### src/rtl/fpu_divider16_pkg.sv
// rtl/fpu_divider16_pkg.sv - shared widths and FSM state type for the mantissa divider
package fpu_divider16_pkg;

    localparam int FP16_FRACW = 11;
    localparam int QUOTW      = 2 * FP16_FRACW;
    localparam int CNTW       = 5;

    typedef enum logic [1:0] {
        IDLE = 2'd0,
        COMP = 2'd1,
        DONE = 2'd2
    } fpuDivideState_t;

endpackage

### src/rtl/fpu_divider_fsm.sv
// rtl/fpu_divider_fsm.sv - control FSM sequencing the shift-subtract iterations
module fpu_divider_fsm
    import fpu_divider16_pkg::*;
(
    input  logic clock,
    input  logic reset,
    input  logic start,
    input  logic compDone,
    input  logic zeroDiv,
    output logic compEn,
    output logic done
);

    fpuDivideState_t state_q, state_d;

    always_ff @(posedge clock or negedge reset) begin
        if (!reset) begin
            state_q <= IDLE;
        end else begin
            state_q <= state_d;
        end
    end

    // start is deliberately not decoded in COMP so a busy divider ignores it
    always_comb begin
        state_d = state_q;
        compEn  = 1'b0;
        done    = 1'b0;
        case (state_q)
            IDLE: begin
                if (start) state_d = COMP;
            end
            COMP: begin
                compEn = 1'b1;
                if (zeroDiv || compDone) state_d = DONE;
            end
            DONE: begin
                done = 1'b1;
                if (start) state_d = COMP;
            end
            default: state_d = IDLE;
        endcase
    end

endmodule

### src/rtl/fpu_divider16.sv
// rtl/fpu_divider16.sv - restoring radix-2 mantissa divider, one quotient bit per cycle
module fpu_divider16
    import fpu_divider16_pkg::*;
(
    input  logic                    clock,
    input  logic                    reset,
    input  logic                    start,
    input  logic [FP16_FRACW-1:0]   divIn1,
    input  logic [FP16_FRACW-1:0]   divIn2,
    output logic [QUOTW-1:0]        quotient,
    output logic [FP16_FRACW-1:0]   remainder,
    output logic                    sticky,
    output logic                    divByZero,
    output logic                    done
);

    logic [QUOTW-1:0]      dividend_q, dividend_d;
    logic [FP16_FRACW-1:0] divisor_q, divisor_d;
    logic [QUOTW-1:0]      quot_q, quot_d;
    logic [FP16_FRACW-1:0] rem_q, rem_d;
    logic                  sticky_q, sticky_d;
    logic                  dbz_q, dbz_d;
    logic [CNTW-1:0]       cnt_q, cnt_d;

    logic                  comp_en;
    logic                  comp_done;
    logic                  zero_div;
    logic                  load;
    logic [FP16_FRACW:0]   partial;
    logic [FP16_FRACW:0]   diff;
    logic [FP16_FRACW:0]   rem_sel;
    logic                  qbit;

    assign zero_div  = (divisor_q == '0);
    assign comp_done = (cnt_q == CNTW'(QUOTW - 1));
    assign load      = start && !comp_en;

    fpu_divider_fsm u_fsm (
        .clock    (clock),
        .reset    (reset),
        .start    (start),
        .compDone (comp_done),
        .zeroDiv  (zero_div),
        .compEn   (comp_en),
        .done     (done)
    );

    // working remainder stays below the divisor, so one extra bit keeps the compare exact
    always_comb begin
        dividend_d = dividend_q;
        divisor_d  = divisor_q;
        quot_d     = quot_q;
        rem_d      = rem_q;
        sticky_d   = sticky_q;
        dbz_d      = dbz_q;
        cnt_d      = cnt_q;
        partial    = {rem_q, dividend_q[QUOTW-1]};
        diff       = partial - {1'b0, divisor_q};
        qbit       = (partial >= {1'b0, divisor_q});
        rem_sel    = qbit ? diff : partial;

        if (load) begin
            dividend_d = {divIn1, {FP16_FRACW{1'b0}}};
            divisor_d  = divIn2;
            quot_d     = '0;
            rem_d      = '0;
            sticky_d   = 1'b0;
            dbz_d      = 1'b0;
            cnt_d      = '0;
        end else if (comp_en) begin
            if (zero_div) begin
                quot_d   = '1;
                rem_d    = '0;
                sticky_d = 1'b0;
                dbz_d    = 1'b1;
            end else begin
                rem_d      = rem_sel[FP16_FRACW-1:0];
                sticky_d   = |rem_sel;
                quot_d     = {quot_q[QUOTW-2:0], qbit};
                dividend_d = dividend_q << 1;
                cnt_d      = cnt_q + CNTW'(1);
            end
        end
    end

    always_ff @(posedge clock or negedge reset) begin
        if (!reset) begin
            dividend_q <= '0;
            divisor_q  <= '0;
            quot_q     <= '0;
            rem_q      <= '0;
            sticky_q   <= 1'b0;
            dbz_q      <= 1'b0;
            cnt_q      <= '0;
        end else begin
            dividend_q <= dividend_d;
            divisor_q  <= divisor_d;
            quot_q     <= quot_d;
            rem_q      <= rem_d;
            sticky_q   <= sticky_d;
            dbz_q      <= dbz_d;
            cnt_q      <= cnt_d;
        end
    end

    assign quotient  = quot_q;
    assign remainder = rem_q;
    assign sticky    = sticky_q;
    assign divByZero = dbz_q;

endmodule
### config.mk
export PLATFORM = sky130hd
export DESIGN_NAME = fpu_divider16
export DESIGN_NICKNAME = d
export VERILOG_FILES = /design/src/rtl/fpu_divider16_pkg.sv /design/src/rtl/fpu_divider_fsm.sv /design/src/rtl/fpu_divider16.sv
export SDC_FILE = /design/constraint.sdc
export NUM_CORES = 1
export LEC_CHECK = 0
export ABC_AREA = 1
export BUFFER_PORTS_ARGS = -buffer_cell sky130_fd_sc_hd__buf_2
export CORE_MARGIN = 10
export CORE_UTILIZATION = 31
export DETAILED_ROUTE_END_ITERATION = 12
export PLACE_DENSITY = 0.58
export SETUP_SLACK_MARGIN = 0.1
export SLEW_MARGIN = 20
export SYNTH_ARGS = -nofsm -noshare
export SYNTH_HDL_FRONTEND = slang
export SYNTH_HIERARCHICAL = 1
export SYNTH_SLANG_ARGS = --single-unit
### constraint.sdc
create_clock -name clock -period 3.1 [get_ports clock]
set_input_delay 0.31 -clock clock [delete_from_list [all_inputs] [get_ports clock]]
set_output_delay 0.31 -clock clock [all_outputs]
set_load 0.02 [all_outputs]
==> flow_summary.ini, run 1 <==
[clock_network]
cts_buffer_depth = 2
tritoncts = done
post_cts_resize_count = 0
numCtsBuffers = 9
insertion_delay_ns = 0.33
htreeDepth = 3
cts_sinks = 64
clkTransAtPathRegs_ns = 0.06
cts_setup_buffers = 0
cts_hold_buf = 1
cts_root_buffer = clkbuf_16

[grt]
track_usage = 0.1184
antenna_found_initial = 0
grt_use_met3 = 0.02710
grt-busiest-layer = met2
grt_start_max_net_pins = 38
gr-usage-met2 = 0.1935
grt_pass1_vias = 3217
grt_first_pass_wirelength_mm = 15.82
overflow = 0
use_met1 = 0.1478

[worst_setup_path]
rr_endpoint = sticky
critPathMaxFanout = 14
ff2ff_path_depth = 19
rr_startpoint = dividend_q[21]
regToRegSetupSlack_ns = 0.61
crit_arrival_ns = 2.72
crit_path_end_kind = register
crit_type = reg -> reg
required_ns = 3.32
start_kind = register

[logic_synthesis]
syn-mean-instance-area_um2 = 8.023
synth_seq_area_share = 0.4397
netlist_instances = 454
yosysWarnings = 6
synth_fp_nets = 493
synth_area_um2 = 3642
ys_ff_latch = 64
netlist-cell-type-count = 34

[sta]
finClkSkew_ns = 0.007878
hold_ws_ns = 0.1852
setup_viol = 0
fmax_mhz = 400.8
hold_viol_final = 0
finalCritPeriodShare = 0.8048
setup_slack_ns = 0.6050
min_period_ns = 2.495
slew_viol_final = 0
rsz0062_at_grt = no
slew-limit-headroom = 0.4907
worstMarginPinSlew_ns = 0.7621
tns_ns = 0

[worst_hold_path]
whs_path_depth = 3
hp-class = in -> reg
worstHoldStart = divIn2[5]
holdPathEnd = divisor_q[5]

[placement]
place_hpwl_mm = 7.368
port_buffers = 60
dp_slack_ns = 0.6299
globalplace.congestion = 0.8404

[route]
dr.pass1.iters = 7
vias_per_cell = 4.819
drtIter0Drc = 262
drtAntennaViolNets = 0
wl_per_cell_um = 14.60
drc = 0
routed_wl_mm = 9.677
vias = 3195

[pwr]
peakVddDrop_mv = 0.4263
p_leak_nw = 2.403
power_density_nw_per_um2 = 1393

[die]
core_um2 = 11470
die_height_um = 128.4
initial_core_util = 0.3176
row_count = 39
ios = 61
die_area_um2 = 16490
die_x_um = 128.4

[layout]
fillCellCount = 1149
nets = 554
seq_area_um2 = 1602
diodes = 0
drive_above_1_share = 0.2096
multiInputGateArea_um2 = 1723
syn_to_final_growth_pct = 21.26

[run_status]
outcome = finished, final reports clean

[flow_run]
cap_violations = 0
==> through the flow <==
step                  util  cell area [um^2]  power (mW)  std cells
finish              0.3852              4417       6.154        663
global route        0.3852              4417       6.720        663
CTS                 0.3852              4417       6.207        663
detailed placement  0.3569              4093       5.108        646
global placement    0.3569              4093       5.038        646
floorplan                -              3642       4.227        454
==> Yosys cell counts (all sizes together) <==
cell / number / share of area
fa: 1 / 0.0055
clkbuf: 13 / 0.013
o311ai: 4 / 0.0096
xor2: 3 / 0.0072
dfrtp: 64 / 0.44
nand3b: 1 / 0.0021
nor3: 1 / 0.0014
or2: 1 / 0.0024
xnor2: 2 / 0.0048
o22ai: 6 / 0.010
a21oi: 8 / 0.014
nand3: 23 / 0.038
nor2: 27 / 0.033
a31oi: 1 / 0.0017
clkinv: 1 / 0.0010
a22oi: 21 / 0.043
inv: 64 / 0.066
ha: 13 / 0.045
nand4: 15 / 0.026
o21ai: 14 / 0.019
o211ai: 5 / 0.010
a22o: 8 / 0.019
buf: 4 / 0.0082
nand2: 154 / 0.18
==> metal layers <==
| layer | routed length (um) | vias to the layer above |
|---|---|---|
| li1 | - | 1599 |
| met1 | 4265 | 1515 |
| met2 | 4816 | 68 |
| met3 | 414 | 13 |
| met4 | 182 | 0 |
| met5 | 0 | - |
==> power breakdown <==
part | leakage (nW) | total (mW) | internal [mW] | switching (mW)
combinational | 1.44 | 3.62 | 1.28 | 2.34
clock | 0.150 | 1.07 | 0.704 | 0.369
sequential | 0.817 | 1.46 | 1.21 | 0.251
total | 2.40 | 6.15 | 3.20 | 2.96
==> logic make-up after synthesis <==
group / after synthesis / share of synthesized area
fa+ha+maj: 14 / 0.05016
xor+xnor: 5 / 0.01203
buf+inv: 82 / 0.08863
simple gates: 222 / 0.2817
flops: 64 / 0.4397
compound gates: 67 / 0.1278
==> worst max-delay path by stage <==
stage	startpoint	to	slack, ns	cells after the start
final	dividend_q[21]	sticky	0.61	19
after global routing	dividend_q[21]	sticky	0.32	19
after CTS	dividend_q[21]	sticky	0.61	19
after detailed placement	dividend_q[21]	sticky	0.63	19
after global placement	dividend_q[21]	sticky	0.73	19
after floorplan	remainder[0]	sticky	0.87	17
==> critical path, stage by stage (launching register included) <==
cell     delay [ns]
dfrtp_1        0.33
inv_1          0.06
ha_1           0.22
fa_1           0.42
inv_1          0.10
nand2_1        0.05
nand2_1        0.14
nand2_4        0.08
nand2_4        0.08
nand2_8        0.07
nand3_4        0.19
inv_1          0.11
nand2_1        0.07
nand2_1        0.05
inv_1          0.07
nand2_1        0.05
nor2_1         0.11
nand2_1        0.07
nand2_1        0.06
nand2_1        0.05
==> area by class of cell <==
class                      instances  area share
multi-input combinational        308      0.3901
timing repair buffer              67     0.08045
sequential                        64      0.3626
inverter                          65     0.05524
tap                              143     0.04051
clock buffer                      11     0.05269
clock inverter                     5     0.01841
==> cell usage in the layout, fill, tap and decap left out, drive strengths merged, types with 6 or more instances in the layout <==
cell / n
clkbuf: 11
o21ai: 14
ha: 13
nand4: 15
nand3: 23
a22o: 8
nor2: 27
a21oi: 8
nand2: 154
a22oi: 21
inv: 64
buf: 66
dfrtp: 64
o22ai: 6
==> registers in the layout (all words and copies together) (netlist names) <==
signal and count:
cnt_q 5, divByZero 1, dividend_q 11, divisor_q 11
quotient 22, remainder 11, sticky 1, u_fsm/state_q 2
(Power assumes the default switching activity.)
==> run 2, diff against run 1 <==
PLACE_DENSITY = 0.6   (was 0.58)
clock period = 2 ns   (was 3.1 ns; I/O delays follow)
==> run 2 against run 1 <==
Net effect: utilization rose by 6.6 points; clock skew decreased by 0.0020 ns; the flow now finishes with violations (setup timing); critical path depth is 2 lower; maximum frequency is 17% higher; first-iteration DRC count shrank 33%; setup slack worse by 0.73 ns; sequential cell count unchanged; register-to-register slack got worse by 0.73 ns; clock-buffer cell count rose by 1; via count grew 11%.
==> flow_summary.ini, run 2 (synthesis results as in run 1) <==
[die]
die_height_um = 128.4
die_x_um = 128.4
row_count = 39
ios = 61
die_area_um2 = 16490
core_um2 = 11470
initial_core_util = 0.3176

[worst_hold_path]
holdPathEnd = divisor_q[3]
whs_path_depth = 3
worstHoldStart = divIn2[3]
hp-class = in -> reg

[worst_setup_path]
rr_endpoint = sticky
critPathMaxFanout = 5
regToRegSetupSlack_ns = -0.13
crit_type = reg -> reg
crit_path_end_kind = register
start_kind = register
ff2ff_path_depth = 17
rr_startpoint = divisor_q[0]
required_ns = 2.22
crit_arrival_ns = 2.34

[grt]
grt_start_max_net_pins = 38
gr-usage-met2 = 0.2178
antenna_found_initial = 0
use_met1 = 0.1641
overflow = 0
track_usage = 0.1317
grt_pass1_vias = 3598
grt_first_pass_wirelength_mm = 17.73
grt-busiest-layer = met2
grt_use_met3 = 0.02546

[route]
wl_per_cell_um = 14.25
dr.pass1.iters = 5
drc = 0
vias_per_cell = 4.793
drtAntennaViolNets = 0
vias = 3537
drtIter0Drc = 176
routed_wl_mm = 10.52

[layout]
layout_commonest_cell = nand2_1
mostFrequentLayoutCells = nand2_1 (129), buf_4 (69), dfrtp_1 (62)
nets = 630
diodes = 0
fin_util = 0.4516
largest_register_ffs = 22
drive_above_1_share = 0.3597
syn_to_final_growth_pct = 42.18

[clock_network]
tritoncts = done
cts_buffer_depth = 2
cts_sinks = 64
numCtsBuffers = 9
cts_root_buffer = clkbuf_16
htreeDepth = 3
insertion_delay_ns = 0.33
clkTransAtPathRegs_ns = 0.05

[sta]
worstMarginPinSlew_ns = 0.7281
fmax_mhz = 470.0
finClkSkew_ns = 0.005915
setup_slack_ns = -0.1276
slew-limit-headroom = 0.5146
hold_ws_ns = 0.08071
finalCritPeriodShare = 1.064
min_period_ns = 2.128
slew_viol_final = 0
setup_viol = 5
rsz0062_at_grt = yes
hold_viol_final = 0

[placement]
port_buffers = 60
place_hpwl_mm = 7.937
globalplace.congestion = 0.9061

[run_status]
outcome = complete, but fails checks
violations = setup timing

[flow_run]
cap_violations = 0
[run 2: how the worst max path moves through the flow]
stage                     endpoint  slack (ns)  cells past startpoint      startpoint
final                       sticky       -0.13                     17    divisor_q[0]
after detailed placement    sticky       -0.24                     19  dividend_q[21]
after CTS                   sticky       -0.12                     19  dividend_q[21]
after global placement      sticky       -0.13                     19  dividend_q[21]
after global routing        sticky       -0.32                     19  dividend_q[21]
after floorplan             sticky       -0.08                     18  dividend_q[21]
[run 2: final cells by class]
type / count / area, um^2
multi-input combinational: 310 / 1898
clock inverter: 3 / 42.54
clock buffer: 12 / 246.5
timing repair buffer: 141 / 960.9
fill: 1080 / 6289
inverter: 65 / 247.7
sequential: 64 / 1604
tap: 143 / 178.9
[run 2: metal layers]
metal | wire length, um | vias to the layer above
li1 | - | 1761
met3 | 367 | 17
met5 | 0 | -
met2 | 5289 | 74
met1 | 4642 | 1685
met4 | 216 | 0
[run 2: critical path, stage by stage (launching register included)]
cell and delay [ns]:
dfrtp_1 0.41, ha_4 0.17, fa_2 0.35, inv_2 0.07, nand2_2 0.06, nand2_4 0.07
nand2_4 0.06, nand2_4 0.10, nand2_8 0.08, nand3_4 0.09, buf_4 0.11, nand2_1 0.06
nand2_2 0.08, nand2_1 0.06, nor2_1 0.08, nand2_1 0.06, nand2_1 0.05, nand2_1 0.05
[run 2: repair_timing]
item | 4_1_cts | 5_1_grt
setup buffers | 9 | 5
resized for setup | 29 | 18
gates cloned | 2 | 0
setup endpoints to repair | 12 | 20
hold endpoints to repair | 27 | 0
hold buffers | 1 | 0
pin swaps | 5 | 5
[run 2: through the flow]
stage,setup slack (ns),setup TNS (ns),cells,area [um^2]
final,-0.1276,-0.2140,738,5179
after CTS,-0.1168,-0.1571,737,5102
after global routing,-0.3181,-1.321,738,5179
after detailed placement,-0.2401,-1.149,712,4621
after global placement,-0.1299,-0.4084,712,4621
after floorplan,-0.08348,-0.08348,454,3675
Power of run 2 is not shown: default switching activity piles up to over one toggle a cycle in this logic, so the estimate is an artifact.
